==> config.mk <==
export PLATFORM = sky130hd
export DESIGN_NAME = gate_array_pipe
export DESIGN_NICKNAME = d
export VERILOG_FILES = /design/src/rtl/gate_array_pipe.sv
export SDC_FILE = /design/constraint.sdc
export NUM_CORES = 1
export LEC_CHECK = 0
export CAP_MARGIN = 20
export CORE_UTILIZATION = 57
export DETAILED_ROUTE_END_ITERATION = 10
export PLACE_DENSITY_LB_ADDON = 0.05
export SLEW_MARGIN = 30
export SYNTH_ARGS = -nofsm -noshare
export SYNTH_HDL_FRONTEND = slang
export SYNTH_SLANG_ARGS = --single-unit
==> constraint.sdc <==
create_clock -name clk -period 3.4 [get_ports clk]
set_input_delay 1.02 -clock clk [delete_from_list [all_inputs] [get_ports clk]]
set_output_delay 1.02 -clock clk [all_outputs]
set_load 0.02 [all_outputs]
==> src/rtl/gate_array_pipe.sv <==
// rtl/gate_array_pipe.sv - registered WIDTH-bit bitwise logic unit with stream handshakes and packet accumulate
// Output side is a main register plus a one-entry skid register so in_ready never depends on out_ready.

module gate_array_pipe #(
  parameter int WIDTH = 8
) (
  input  logic             clk,
  input  logic             rst,
  input  logic             in_valid,
  output logic             in_ready,
  input  logic             in_first,
  input  logic             in_last,
  input  logic [2:0]       in_op,
  input  logic             in_acc,
  input  logic [WIDTH-1:0] in_a,
  input  logic [WIDTH-1:0] in_b,
  output logic             out_valid,
  input  logic             out_ready,
  output logic [WIDTH-1:0] out_y,
  output logic             out_zero,
  output logic             out_ones
);

  localparam logic [0:0] ST_IDLE = 1'b0;
  localparam logic [0:0] ST_ACC  = 1'b1;

  localparam int EW = WIDTH + 2;

  function automatic logic [WIDTH-1:0] apply_op(input logic [2:0] op,
                                                input logic [WIDTH-1:0] x,
                                                input logic [WIDTH-1:0] y);
    logic [WIDTH-1:0] r;
    case (op)
      3'd0:    r = x & y;
      3'd1:    r = x | y;
      3'd2:    r = ~(x & y);
      3'd3:    r = ~(x | y);
      3'd4:    r = x ^ y;
      3'd5:    r = ~(x ^ y);
      3'd6:    r = ~x;
      default: r = x;
    endcase
    return r;
  endfunction

  logic [0:0]       state_q, state_d;
  logic [WIDTH-1:0] acc_q, acc_d;
  logic [2:0]       op_q, op_d;

  // Buffer entries carry {ones, zero, y} so the flags travel with the data.
  logic          main_vld_q, main_vld_d;
  logic [EW-1:0] main_q, main_d;
  logic          skid_vld_q, skid_vld_d;
  logic [EW-1:0] skid_q, skid_d;

  logic             accept;
  logic             pop;
  logic             push;
  logic [WIDTH-1:0] res_y;
  logic [EW-1:0]    new_entry;

  assign in_ready = !rst && !skid_vld_q;
  assign accept   = in_valid && in_ready;
  assign pop      = main_vld_q && out_ready;

  assign out_valid = main_vld_q;
  assign out_y     = main_q[WIDTH-1:0];
  assign out_zero  = main_q[WIDTH];
  assign out_ones  = main_q[WIDTH+1];

  always_comb begin
    res_y = '0;
    if (state_q == ST_ACC) begin
      res_y = apply_op(op_q, acc_q, in_a);
    end else begin
      res_y = apply_op(in_op, in_a, in_b);
    end
  end

  assign new_entry = {(&res_y), (res_y == '0), res_y};

  always_comb begin
    state_d = state_q;
    acc_d   = acc_q;
    op_d    = op_q;
    push    = 1'b0;
    if (accept) begin
      if (state_q == ST_ACC) begin
        acc_d = res_y;
        if (in_last) begin
          push    = 1'b1;
          state_d = ST_IDLE;
        end
      end else if (in_acc) begin
        // A packet opening without in_first is still treated as its first beat.
        acc_d = res_y;
        op_d  = in_op;
        if (in_last) begin
          push = 1'b1;
        end else begin
          state_d = ST_ACC;
        end
      end else begin
        push = 1'b1;
      end
    end
  end

  // A push never coincides with a full skid, because in_ready is low then.
  always_comb begin
    main_vld_d = main_vld_q;
    main_d     = main_q;
    skid_vld_d = skid_vld_q;
    skid_d     = skid_q;
    if (pop) begin
      if (skid_vld_q) begin
        main_d     = skid_q;
        skid_vld_d = push;
        skid_d     = push ? new_entry : '0;
      end else begin
        main_vld_d = push;
        main_d     = push ? new_entry : '0;
      end
    end else if (push) begin
      if (!main_vld_q) begin
        main_vld_d = 1'b1;
        main_d     = new_entry;
      end else begin
        skid_vld_d = 1'b1;
        skid_d     = new_entry;
      end
    end
  end

  always_ff @(posedge clk) begin
    if (rst) begin
      state_q    <= ST_IDLE;
      acc_q      <= '0;
      op_q       <= '0;
      main_vld_q <= 1'b0;
      main_q     <= '0;
      skid_vld_q <= 1'b0;
      skid_q     <= '0;
    end else begin
      state_q    <= state_d;
      acc_q      <= acc_d;
      op_q       <= op_d;
      main_vld_q <= main_vld_d;
      main_q     <= main_d;
      skid_vld_q <= skid_vld_d;
      skid_q     <= skid_d;
    end
  end

endmodule

After elaboration in Yosys (flattened, before gate mapping)
Index checks and enable logic that the tools add are counted.

Register bits: 34. Input bits: 26. Output and inout port bits: 12. Logic and storage cells: 83.

Eq/ne operators: 15. Muxes and demuxes: 28. Bitwise gates (word level): 15. Reductions and logical operators: 18.

Operator list (count): $pmux 8 s7 (2); $mux 10 (9); $not 8->8 (8); $mux 8 (3); $eq 3x3->1 const B (6); $and 8x8->8 (2); $or 8x8->8 (2); $xor 8x8->8 (2); $mux 1 (14); $eq 3x2->1 const B (4); $logic_not 8->1 (1); $reduce_and 2->1 (4); $reduce_and 8->1 (1); $eq 3x1->1 const B (2); $logic_not 3->1 (2); $reduce_and 3->1 (2); $reduce_bool 2->1 (3); $ne 2x2->1 const B (2); $logic_and 1x1->1 (3); $logic_not 1->1 (2); $ne 2x1->1 const B (1); $not 1->1 (1).

Depth between registers and ports, before layout
Depth in word-level cells: 8. Gate-level depth with buffers: 10.

Least setup slack after synthesis
Ideal clock, no wire load.

Path kind: input-to-reg. From: input in_a[0]. To: register main_q[8]. Setup time: 0.060 ns. Arrival: 2.895 ns. Path slack: 0.444 ns. Stages on the path: 9. Path through: inv_1 ha_1 mux2_2 nand2_1 o211ai_1 a22o_1 or3b_1 nor4_2 o221a_1.

Word-level cells in the longest chain between the ends: 8. Elaborated cells between the ends (all ways): 22. Classes of those cells: mux: 8; bitwise: 13; reduce/logical: 1.

RTL lines: from (decl) (RTL line 15) `input logic [WIDTH-1:0] in_a,`; $xor 8x8->8, or another cell as far along (RTL line 38, 39); $not 8->8, on equally long branches (RTL line 39, 36, 37); $pmux 8 s7 (RTL line 33) `case (op)`; $mux 8 * (RTL line 73) `if (state_q == ST_ACC) begin`; $logic_not 8->1 * (RTL line 80) `assign new_entry = {(&res_y), (res_y == '0), res_y};`; $mux 10, on equally long branches (RTL line 125, 122); $mux 10, on equally long branches (RTL line 124, 116); $mux 10 * (RTL line 115) `if (pop) begin`; to (signal assigned) (RTL line 149) `main_q <= main_d;`; to (decl) (RTL line 52) `logic [EW-1:0] main_q, main_d;`.

Every way passes the cells marked *; elsewhere a longest branch is shown, timed or not. The select of a mux whose other input is x is not followed. A chain may end at the register's enable or synchronous reset.

Worst setup path in the final report
From: input in_a[6]. To: register main_q[9].

Word-level cells in the longest chain between the ends: 8. Elaborated cells between the ends (all ways): 22. Classes of those cells: mux: 8; bitwise: 13; reduce/logical: 1.

RTL lines (RTL line): $xor 8x8->8, or another cell as far along (38, 39); $not 8->8, on equally long branches (39, 36, 37); $pmux 8 s7 (33); $mux 8 * (73); $reduce_and 8->1 * (80); $mux 10, on equally long branches (125, 122); $mux 10, on equally long branches (124, 116); $mux 10 * (115).

Marks and branches as above.

==> results by group <==
Status
  – Status: finished, final reports clean

Final layout
  – # diodes: 0
  – Finished Core Util: 0.741
  – Area grow syn2layout: 23.9%
  – Area of the multi-input gates: 0.00217 mm2
  – Sequential cell area: 681 um2
  – Share of layout cells above drive strength 1: 0.146
  – Commonest non-fill, non-tap cells in the layout: nor2_1, buf_4, clkdlybuf4s50_1
  – Commonest non-fill, non-tap cell in the layout: nor2_1
  – Nets: 494
  – Fill cell count: 417

Timing
  – Slew Viols, Final: 0
  – Total Neg Setup Slack: 0 ns
  – Part of the cycle the worst path needs: 0.950
  – Worst-Margin Slew: 0.681 ns
  – Worst setup margin: 0.171 ns
  – Setup Viol. Count Final: 0
  – RSZ-0062 raised after global routing: false
  – Max_slew headroom: 0.546
  – Max Freq: 0.310 GHz
  – Hold Slack: 0.462 ns
  – Minimum clock period: 3.23 ns
  – Final Skew: 0.00782 ns
  – Hold Vio Cnt, Final: 0

Floorplan
  – Ports: 38
  – Die Height: 75.7 um
  – Row Count: 26
  – Die width: 75.7 um
  – Initial core utilization: 0.598
  – Core area: 0.00517 mm2
  – Full die area: 0.00573 mm2

Critical path
  – Critical path capture point type: flop
  – Critical Path AT: 3.43 ns
  – CP Max Fanout: 4
  – Required @ worst endpoint: 3.60 ns
  – Setup crit start kind: input pin
  – Critical path class: input pin to flop

Routing
  – Post-route ant nets: 0
  – Wirelength per Cell: 14.5 um
  – Drt drc: 0
  – Detailed Route Iter0 Violations: 252
  – DRT Wirelength: 7350 um
  – Drt pass-1 iters: 4
  – Via count: 2945
  – DR vias/cell: 5.81

Synth
  – Yosys reg bits: 34
  – Post-Syn Area: 0.00309 mm2
  – Top cell type's share of synthesized area: 0.220
  – Avg Inst Size Synth: 8.16 um2
  – Synth async-reset ratio: 0
  – Gate Count Post-Synth: 379
  – Area leader, netlist: dfxtp_1
  – Register area share after synthesis: 0.220
  – Synthesized net count: 437
  – EDFF count, synth: 0
  – Synth unique cells: 59
  – Synth area leaders: dfxtp_1, ha_1, mux2i_1
  – Main synth FF type: dfxtp_1
  – Yosys warns: 0

CTS
  – Gates resized, CTS repair: 0
  – Worst-path clk slew: 0.07 ns
  – Hold_buf cts: 0
  – Clk Latency, worst-skew pair: 0.28 ns
  – Num CTS Buffers: 5
  – CTS tree: built
  – H-tree levels: 2
  – Clock Sinks: 34
  – Clock tree buffer depth: 2
  – Setup Fix Bufs, Post-CTS: 0
  – Root buffer cell: clkbuf_8

Pwr
  – Max rail drop VDD: 0.281 mV
  – Pwr Density: 297 mW/mm2
  – Total power: 1.14 mW
  – Leak: 1.57 nW

Global routing
  – Number of global-route vias before repair: 2675
  – First-pass GRT wire length: 12000 um
  – Largest net degree at the start of global routing: 35
  – GRT Resource Usage Total: 0.273
  – Global route overflow: 0
  – Initial antenna violation count: 0

Placement
  – Port Buf Inserts: 36
  – Final Wtd Congestion: 0.857
  – Place WS: -0.224 ns
  – Detailed placer's ending HPWL: 5650 um

Run
  – Max-cap viol count: 0

Worst hold path
  – Hold crit path type: flop to flop
worst max-delay path, stage by stage:
cell,delay (ns)
clkdlybuf4s50_1,0.53
inv_1,0.10
ha_1,0.29
mux2i_1,0.15
mux2i_1,0.10
o32ai_1,0.55
and4b_1,0.34
nand4_1,0.11
a311oi_1,0.24
cell usage after synthesis (all sizes together), types with 2 or more instances:
| library cell | number |
|---|---|
| a211oi | 11 |
| a21oi | 19 |
| a22o | 2 |
| a22oi | 10 |
| a2bb2oi | 3 |
| a31oi | 3 |
| buf | 15 |
| clkbuf | 13 |
| dfxtp | 34 |
| ha | 32 |
| inv | 27 |
| mux2 | 9 |
| mux2i | 27 |
| nand2 | 19 |
| nand2b | 8 |
| nand3 | 6 |
| nand3b | 5 |
| nor2 | 46 |
| nor2b | 6 |
| nor3 | 4 |
| nor3b | 5 |
| nor4b | 4 |
| o2111ai | 2 |
| o211a | 3 |
| o211ai | 11 |
| o21a | 2 |
| o21ai | 15 |
| o221ai | 6 |
| o22ai | 4 |
| o32ai | 2 |
| or3b | 2 |
| xnor2 | 3 |
| xor2 | 5 |
final cells by class:
cell class,instances,area share
Multi-Input combinational cell,290,0.566
Sequential cell,34,0.178
Clock inverter,1,0.00131
Tap cell,70,0.0229
Clock buffer,7,0.0225
Timing Repair Buffer,78,0.183
Inverter,27,0.0265
logic make-up after synthesis:
group / count (synthesis) / synth area share
muxes: 36 / 0.121
xor gates and xnor gates: 8 / 0.0227
DFF: 34 / 0.220
and+or+nand+nor: 111 / 0.182
buffers and inverters: 55 / 0.0833
AOI/OAI and AO/OA: 103 / 0.241
adders and majority gates: 32 / 0.129
final timing paths:
check	start	to	slack, ns	cells past startpoint
min	skid_q[2]$_SDFFE_PP0P_	skid_q[2]$_SDFFE_PP0P_	0.46	2
min reg2reg	skid_q[2]$_SDFFE_PP0P_	skid_q[2]$_SDFFE_PP0P_	0.46	2
max reg2reg	op_q[2]$_SDFFE_PP0P_	main_q[9]$_SDFFE_PP0P_	0.77	8
max	in_a[6]	main_q[9]$_SDFFE_PP0P_	0.17	9
routing by layer:
| layer | track usage | share of wire | vias up |
|---|---|---|---|
| met5 | 0 | 0 | - |
| met4 | 0.0453 | 0.0046 | 0 |
| met3 | 0.0476 | 0.040 | 7 |
| met2 | 0.466 | 0.48 | 62 |
| met1 | 0.368 | 0.48 | 1374 |
| li1 | - | - | 1502 |
flip-flops by register name, summed over array words and instances, names as in the netlist:
register and cells:
acc_q 8, main_q 10, op_q 3, out_valid 1, skid_q 10, skid_vld_q 1
state_q 1
per-stage QoR:
step	instance area [um2]	std cells
after detailed placement	3720	499
after global placement	3720	499
final	3830	507
after global routing	3830	507
after floorplan	3090	379
after CTS	3820	507
where the power goes:
| part | switching, mW | total (mW) | leakage (nW) | internal [mW] |
|---|---|---|---|---|
| Sequential | 0.0241 | 0.442 | 0.277 | 0.418 |
| Clock | 0.142 | 0.305 | 0.0482 | 0.163 |
| Combinational | 0.194 | 0.389 | 1.25 | 0.195 |
| Total | 0.360 | 1.14 | 1.57 | 0.776 |
(Power assumes the default switching activity.)
==> variant: new RTL, same settings <==
Change the parameter `WIDTH` from 8 to 12.
--- a/src/rtl/gate_array_pipe.sv
+++ b/src/rtl/gate_array_pipe.sv
@@ -3,5 +3,5 @@
 
 module gate_array_pipe #(
-  parameter int WIDTH = 8
+  parameter int WIDTH = 12
 ) (
   input  logic             clk,
Interface: changed (resized in_a, in_b and out_y); port bits go from 38 to 50. The function was not compared with the original's and may differ.
==> variant against the original RTL <==
Total power grew 37%. Cell area increased by 39%. Via count grew 48%. Utilization down 1.9 points. Sequential power is 32% higher. Critical path depth up 2. Worst setup slack got worse by 0.023 ns. Sequential cell count is 12 higher. Wire length increased by 54%. Synthesized area grew 42%. Largest cell class unchanged. Highest routed layer unchanged.
==> variant: results (changes against the original RTL) <==
First-pass DRT Iterations 5 (was 4); DP Wirelength 8.617 mm (was 5.645 mm); clk_skew 0.004734 ns (was 0.007819 ns); Worst R2R Start op_q[0] (was op_q[2]); Max stage delay on crit path 0.48 ns (was 0.55 ns); post-synthesis sequential area ratio 20.90% (was 22.01%); Commonest cells post-synth nor2_1, ha_1, dfxtp_1 (was nor2_1, dfxtp_1, ha_1); Crit path arrival time 3.47 ns (was 3.43 ns); reg2reg setup slack 0.66 ns (was 0.77 ns); placed cells 734 (was 499); gr usage total 27.93% (was 27.34%); status finished clean (unchanged); WL final 11.34 mm (was 7.353 mm); Storage cell area 920.9 um^2 (was 680.7 um^2); Non-clock buffers 101 (was 78); initial detailed-routing violation count 315 (was 252); post-synthesis mux area share 5.423% (was 12.14%); Final nets 724 (was 494); port buffer count 48 (was 36); share of cells above drive strength 1 11.20% (was 14.65%); Compound-Gate Fraction of Synth Area 22.60% (was 24.11%); Non-CTS inverters 42 (was 27); Synth Area in XOR/XNOR 6.956% (was 2.265%); average size of a mapped cell 7.651 um^2 (was 8.161 um^2); R2R Path End main_q[13] (was main_q[9]); cell row count 31 (was 26); Peak supply drop 370.7 uV (was 280.8 uV); Signal buf overhead 17.27% (was 18.29%); power per cell area 293.5 nW/um^2 (was 296.5 nW/um^2); Synth area leaders dfxtp_1, ha_1, nor2_1 (was dfxtp_1, ha_1, mux2i_1); Multi-Input Combinational 446 (was 290)
==> variant: report_power, final <==
part | switching (mW) | internal [mW] | leakage, nW
registers | 0.0231 | 0.562 | 0.374
logic | 0.300 | 0.279 | 1.82
clock network | 0.176 | 0.220 | 0.0524
total | 0.499 | 1.06 | 2.24
==> variant: routing by layer <==
layer | track usage [%] | vias to the layer above | wire length, um | part of all wire [%]
met5 | 0 | - | 0 | 0
met4 | 8.468 | 0 | 233 | 2.1
met3 | 3.638 | 29 | 682 | 6.0
met2 | 48.85 | 150 | 5412 | 48
met1 | 35.74 | 2052 | 5012 | 44
li1 | - | 2139 | - | -
==> variant: worst min path at each step <==
| stage | startpoint | endpoint |
|---|---|---|
| 4_1_cts | skid_q[7] | skid_q[7] |
| 3_3_place_gp | skid_q[7] | skid_q[7] |
| 3_5_place_dp | skid_q[7] | skid_q[7] |
| 6_report | skid_q[7] | skid_q[7] |
| 5_1_grt | skid_q[7] | skid_q[7] |
| 2_1_floorplan | skid_q[7] | skid_q[7] |
==> variant: cell families (layout without fill, tap and decap cells) <==
logic type / Yosys count / count (layout)
muxes: 20 / 20
buffers and inverters: 84 / 151
and+or+nand+nor: 200 / 200
xor gates and xnor gates: 35 / 35
adders and majority gates: 48 / 48
AOI/OAI and AO/OA: 143 / 143
DFF: 46 / 46
==> variant: worst reg2reg max path: stages (launching register included) <==
cell and delay (ns):
dfxtp_1 0.79, buf_4 0.34, nor2_1 0.08, a21oi_1 0.15, nor3b_1 0.36, o31ai_4 0.12
a2111oi_2 0.38, nand4b_1 0.18, o31ai_1 0.26
==> variant: through the flow <==
step	setup TNS, ns	total power, mW
after floorplan	0	0.9483
after global placement	-0.3056	1.151
after detailed placement	-0.5806	1.171
after CTS	0	1.565
after global routing	0	1.649
final	0	1.561
